`src/rtl/uart_pkg.sv`:
```
// rtl/uart_pkg.sv - shared types and constants for the UART transmit path
package uart_pkg;
   typedef enum logic [2:0] {IDLE, START, DATA, PARITY, STOP} tx_state_t;

   localparam int   UART_CLKS_PER_BIT = 21;
   localparam logic UART_IDLE_LEVEL   = 1'b1;
endpackage

```
`src/rtl/uart_baud_tick.sv`:
```
// rtl/uart_baud_tick.sv - bit-period counter producing a one-cycle enable at the last count
module uart_baud_tick
   import uart_pkg::*;
#(
   parameter int CLKS_PER_BIT = UART_CLKS_PER_BIT
) (
   input  logic clock_in,
   input  logic rst,
   input  logic clear,
   output logic tick
);
   localparam int            CW   = $clog2(CLKS_PER_BIT);
   localparam logic [CW-1:0] LAST = CW'(CLKS_PER_BIT - 1);

   logic [CW-1:0] cnt_q, cnt_d;

   // tick must not depend on clear: clear is derived from the accept that tick enables
   assign tick = (cnt_q == LAST);

   always_comb begin
      cnt_d = cnt_q + 1'b1;
      if (clear || (cnt_q == LAST)) begin
         cnt_d = '0;
      end
   end

   always_ff @(posedge clock_in or negedge rst) begin
      if (!rst) begin
         cnt_q <= '0;
      end else begin
         cnt_q <= cnt_d;
      end
   end
endmodule

```
`src/rtl/uart_tx_sequencer.sv`:
```
// rtl/uart_tx_sequencer.sv - frame FSM driving start, data, parity and stop bits onto tx_out
module uart_tx_sequencer
   import uart_pkg::*;
#(
   parameter int CLKS_PER_BIT = UART_CLKS_PER_BIT,
   parameter int DATA_BITS    = 8,
   parameter int PARITY_EN    = 0,
   parameter int PARITY_ODD   = 0,
   parameter int STOP_BITS    = 1
) (
   input  logic                 clock_in,
   input  logic                 rst,
   input  logic [DATA_BITS-1:0] tx_data,
   input  logic                 tx_valid,
   output logic                 tx_ready,
   output logic                 tx_out,
   output logic                 busy,
   output logic                 frame_done
);
   localparam int             BCW       = $clog2(DATA_BITS + 1);
   localparam logic [BCW-1:0] LAST_DATA = BCW'(DATA_BITS - 1);
   localparam logic [BCW-1:0] LAST_STOP = BCW'(STOP_BITS - 1);
   localparam logic           PAR_ODD   = (PARITY_ODD != 0);
   localparam logic           PAR_EN    = (PARITY_EN != 0);

   tx_state_t            state_q, state_d;
   logic [DATA_BITS-1:0] shreg_q, shreg_d;
   logic [BCW-1:0]       bit_cnt_q, bit_cnt_d;
   logic                 parity_q, parity_d;
   logic                 tx_out_q, tx_out_d;
   logic                 tick;
   logic                 accept;

   assign frame_done = (state_q == STOP) && tick && (bit_cnt_q == LAST_STOP);
   assign tx_ready   = (state_q == IDLE) || frame_done;
   assign accept     = tx_valid && tx_ready;
   assign busy       = (state_q != IDLE);
   assign tx_out     = tx_out_q;

   uart_baud_tick #(
      .CLKS_PER_BIT(CLKS_PER_BIT)
   ) u_baud (
      .clock_in(clock_in),
      .rst     (rst),
      .clear   (accept || (state_q == IDLE)),
      .tick    (tick)
   );

   // tx_out_d carries the level of the bit being entered, so tx_out changes on the bit edge
   always_comb begin
      state_d   = state_q;
      shreg_d   = shreg_q;
      bit_cnt_d = bit_cnt_q;
      parity_d  = parity_q;
      tx_out_d  = tx_out_q;
      case (state_q)
         IDLE: begin
            tx_out_d = UART_IDLE_LEVEL;
            if (accept) begin
               state_d   = START;
               shreg_d   = tx_data;
               parity_d  = (^tx_data) ^ PAR_ODD;
               bit_cnt_d = '0;
               tx_out_d  = 1'b0;
            end
         end
         START: begin
            if (tick) begin
               state_d   = DATA;
               bit_cnt_d = '0;
               tx_out_d  = shreg_q[0];
            end
         end
         DATA: begin
            if (tick) begin
               if (bit_cnt_q == LAST_DATA) begin
                  bit_cnt_d = '0;
                  if (PAR_EN) begin
                     state_d  = PARITY;
                     tx_out_d = parity_q;
                  end else begin
                     state_d  = STOP;
                     tx_out_d = 1'b1;
                  end
               end else begin
                  bit_cnt_d = bit_cnt_q + 1'b1;
                  shreg_d   = {1'b0, shreg_q[DATA_BITS-1:1]};
                  tx_out_d  = shreg_q[1];
               end
            end
         end
         PARITY: begin
            if (tick) begin
               state_d   = STOP;
               bit_cnt_d = '0;
               tx_out_d  = 1'b1;
            end
         end
         STOP: begin
            if (tick) begin
               if (bit_cnt_q == LAST_STOP) begin
                  bit_cnt_d = '0;
                  if (accept) begin
                     state_d  = START;
                     shreg_d  = tx_data;
                     parity_d = (^tx_data) ^ PAR_ODD;
                     tx_out_d = 1'b0;
                  end else begin
                     state_d  = IDLE;
                     tx_out_d = UART_IDLE_LEVEL;
                  end
               end else begin
                  bit_cnt_d = bit_cnt_q + 1'b1;
               end
            end
         end
         default: begin
            state_d  = IDLE;
            tx_out_d = UART_IDLE_LEVEL;
         end
      endcase
   end

   always_ff @(posedge clock_in or negedge rst) begin
      if (!rst) begin
         state_q   <= IDLE;
         shreg_q   <= '0;
         bit_cnt_q <= '0;
         parity_q  <= 1'b0;
         tx_out_q  <= UART_IDLE_LEVEL;
      end else begin
         state_q   <= state_d;
         shreg_q   <= shreg_d;
         bit_cnt_q <= bit_cnt_d;
         parity_q  <= parity_d;
         tx_out_q  <= tx_out_d;
      end
   end
endmodule

```
`config.mk`:
```
export PLATFORM = sky130hd
export DESIGN_NAME = uart_tx_sequencer
export DESIGN_NICKNAME = d
export VERILOG_FILES = /design/src/rtl/uart_pkg.sv /design/src/rtl/uart_baud_tick.sv /design/src/rtl/uart_tx_sequencer.sv
export SDC_FILE = /design/constraint.sdc
export NUM_CORES = 1
export LEC_CHECK = 0
export ABC_CLOCK_PERIOD_IN_PS = 1890
export CORE_ASPECT_RATIO = 0.8
export CORE_MARGIN = 1.5
export CORE_UTILIZATION = 35
export DETAILED_ROUTE_END_ITERATION = 12
export DONT_BUFFER_PORTS = 1
export SLEW_MARGIN = 20
export SYNTH_ARGS = -nofsm -noshare
export SYNTH_HDL_FRONTEND = slang
export SYNTH_SLANG_ARGS = --single-unit
```
`constraint.sdc`:
```
create_clock -name clock_in -period 1.89 [get_ports clock_in]
set_input_delay 0.2835 -clock clock_in [delete_from_list [all_inputs] [get_ports clock_in]]
set_output_delay 0.2835 -clock clock_in [all_outputs]
set_load 0.01 [all_outputs]
```
==> impl_metrics.json <==
{
  "cp_cell_sequence": "inv_1, ha_1, or3b_4, buf_4, nor2_4",
  "synthFlopType": "dfrtp_1",
  "synth_top_cells_by_area": "dfrtp_1, nor2_1, a21oi_1",
  "fp-row-count": 19,
  "post_drt_via_cell_ratio": 6.019,
  "clk_path_buf_depth": 2,
  "synth_seq_cells": 21,
  "mostFrequentLayoutCells": "dfrtp_1, buf_4, nor2_1",
  "crit_path_top_delay_cell": "or3b_4",
  "avgSynthCellArea_sq_um": 9.020,
  "core_area_sq_mm": 0.003542,
  "ys_seq_area_frac": 0.3946,
  "clk_latency_ns": 0.26,
  "setup_ws_ns": 0.01683,
  "reg2regPathDepth": 7,
  "fin_nets": 182,
  "finalHoldViolCount": 20,
  "dpl_worst_slack_ns": -0.01228,
  "worst_clock_skew_ns": 0.001297,
  "violations": "hold timing",
  "min_period_over_period": 0.9911,
  "whs_ns": -0.02141,
  "vias": 1252,
  "cts_root_buf": "clkbuf_8",
  "crit_buf_inv": 2,
  "netlist_area_sq_mm": 0.001335,
  "cts_tree": "done",
  "worstSetupEndpointType": "output port",
  "critical_path_class": "register to output port",
  "portBuffers": 0,
  "critPathMaxStageDelay_ns": 0.40,
  "r2r_slack_ns": 0.06,
  "ios": 15,
  "die_y_um": 58.24,
  "p_sw_frac": 0.2229,
  "ant_nets": 0,
  "grt_start_max_net_pins": 22,
  "arrival_ns": 1.59,
  "areaGrowthSynthToFinish_pct": 22.96,
  "drc": 0,
  "die_w_um": 72.05,
  "synth_top_cell_area_share": 0.3749,
  "cp_top_family": "simple AND/OR/NAND/NOR gates",
  "diodes": 0,
  "synth_fp_nets": 163,
  "grt_pass1_wl_um": 5575,
  "async_reset_ff_frac": 1.000,
  "grt_pass1_vias": 1228,
  "clk_pin_slew_ns": 0.08,
  "grt_usage": 0.1711,
  "wl_per_cell_um": 16.73,
  "ir_drop_mv": 0.4347,
  "reg2reg_to": "shreg_q[7]",
  "seqPwrFrac": 0.580,
  "setup_viol": 0,
  "cts_max_level": 1,
  "start_kind": "register",
  "p_switching_w": 0.0001787,
  "comb_power_share": 0.040,
  "outcome": "complete, but fails checks",
  "drtIter0Drc": 58,
  "synth_edf_count": 0,
  "worstPathMaxFanout": 3,
  "cts_num_sinks": 21,
  "synth_cells": 148,
  "worstMarginPinSlew_ns": 0.5026,
  "place_congestion": 0.8520,
  "crit_required_ns": 1.61,
  "p_clk_frac": 0.380,
  "yosysUniqueCellTypes": 47,
  "internal_power_w": 0.0006233,
  "rsz0062_at_grt": "true",
  "fmax_ghz": 0.5339,
  "die_area_sq_mm": 0.004196,
  "r2r_start": "bit_cnt_q[0]",
  "yosys_warnings": 0,
  "yosysTopAreaCell": "dfrtp_1",
  "period_needed_ns": 1.873,
  "antenna_found_initial": 0,
  "slew_headroom": 0.6649,
  "hpwl_um": 2248,
  "cts_buffers": 3,
  "layout-drive-gt1-share": 0.2831,
  "maxSlewViolCount": 0,
  "crit_cells": 5,
  "p_leak_nw": 0.7555,
  "power_density_mw_per_mm2": 488.6,
  "min_path_type": "primary input to async pin",
  "wl_um": 3480,
  "max_cap_viol_count": 0,
  "start_util": 0.3769,
  "grt-ovfl-total": 0,
  "dr.pass1.iters": 4
}
[worst register-to-register path: cells and delay by family (launching register included)]
kind,cells,cell delay [ns]
buffers and inverters,2,0.28
flip-flops,1,0.39
AO/OA/AOI/OAI,3,0.49
AND/OR/NAND/NOR,1,0.40
adder cells (fa/ha/maj),1,0.17
[per-stage QoR]
stage | total power, W | utilization | setup TNS [ns] | instances | instance area [sq um]
finish | 0.0008020 | 0.4634 | 0 | 208 | 1642
global route | 0.0008304 | 0.4634 | -0.04333 | 208 | 1642
CTS | 0.0008121 | 0.4366 | 0 | 203 | 1546
detailed placement | 0.0004964 | 0.4101 | -0.01594 | 196 | 1453
global placement | 0.0004955 | 0.4101 | 0 | 196 | 1453
floorplan | 0.0004940 | - | 0 | 148 | 1335
[worst max-delay path by stage]
stage,startpoint,to,slack (ns)
2_1_floorplan,u_baud.cnt_q[0],bit_cnt_q[2],0.08
3_3_place_gp,bit_cnt_q[0],shreg_q[7],0.05
3_5_place_dp,u_baud.cnt_q[1],bit_cnt_q[2],-0.01
4_1_cts,u_baud.cnt_q[1],frame_done,0.003
5_1_grt,bit_cnt_q[0],frame_done,-0.03
6_report,bit_cnt_q[0],frame_done,0.02
[sequential cells by signal, indices dropped and copies added, names as in the netlist]
signal        flops
state_q           3
bit_cnt_q         4
tx_out            1
u_baud.cnt_q      5
shreg_q           8
[timing repair]
action / in CTS / in global routing
gates resized for setup: 5 / 13
hold buffers: 1 / 0
pin swaps: 1 / 6
gates cloned: 0 / 0
hold endpoints to repair: 21 / 0
buffers inserted: 2 / 5
setup endpoints to repair: 4 / 13
[power groups by stage]
stage	clock [W]	sequential [W]	combinational (W)
floorplan	0	0.000472	0.0000220
global placement	0	0.000474	0.0000220
detailed placement	0	0.000474	0.0000225
CTS	0.000314	0.000465	0.0000334
global route	0.000328	0.000466	0.0000364
finish	0.000305	0.000465	0.0000322
[cells in the mapped netlist (2+ instances only)]
cell type and number:
o22ai_1 3, o22a_1 7, nand3_1 11, buf_2 2, dfrtp_1 20, and2_1 2, inv_1 7, nor4_1 2
nor3b_1 8, nand2_1 2, o21ai_0 3, a21oi_1 13, a22oi_1 2, nor3_1 3, or3b_1 2, nor2_1 18
a2bb2oi_1 2, clkbuf_1 4, nand2b_1 2, ha_1 4, nor2b_1 2, xor2_1 2, o21ai_1 3
[area by class of cell]
cell class	instances	area [sq um]
clock inverters	1	7.507
multi-input cells	111	817.0
repair buffers	22	166.4
fillers	330	1901
well taps	42	52.55
flip-flops and latches	21	526.8
clock buffers	3	41.29
inverters	8	30.03
[per-layer routing]
metal | up-vias | GRT usage | wire length (um)
li1 | 582 | - | -
met1 | 625 | 0.2178 | 1488
met4 | 0 | 0.05930 | 29
met2 | 41 | 0.2817 | 1764
met5 | - | 0 | 0
met3 | 4 | 0.04696 | 198
[kinds of logic (layout without fill, tap and decap cells)]
| family | count (synthesis) | after routing | synth area share |
|---|---|---|---|
| AO/OA/AOI/OAI | 43 | 43 | 0.2249 |
| XOR/XNOR | 3 | 3 | 0.01968 |
| adder cells (fa/ha/maj) | 4 | 4 | 0.03749 |
| buffers and inverters | 16 | 34 | 0.05248 |
| flip-flops | 21 | 21 | 0.3946 |
| multiplexers | 1 | 1 | 0.01124 |
| AND/OR/NAND/NOR | 60 | 60 | 0.2596 |
Power figures use the tool's default switching activity.
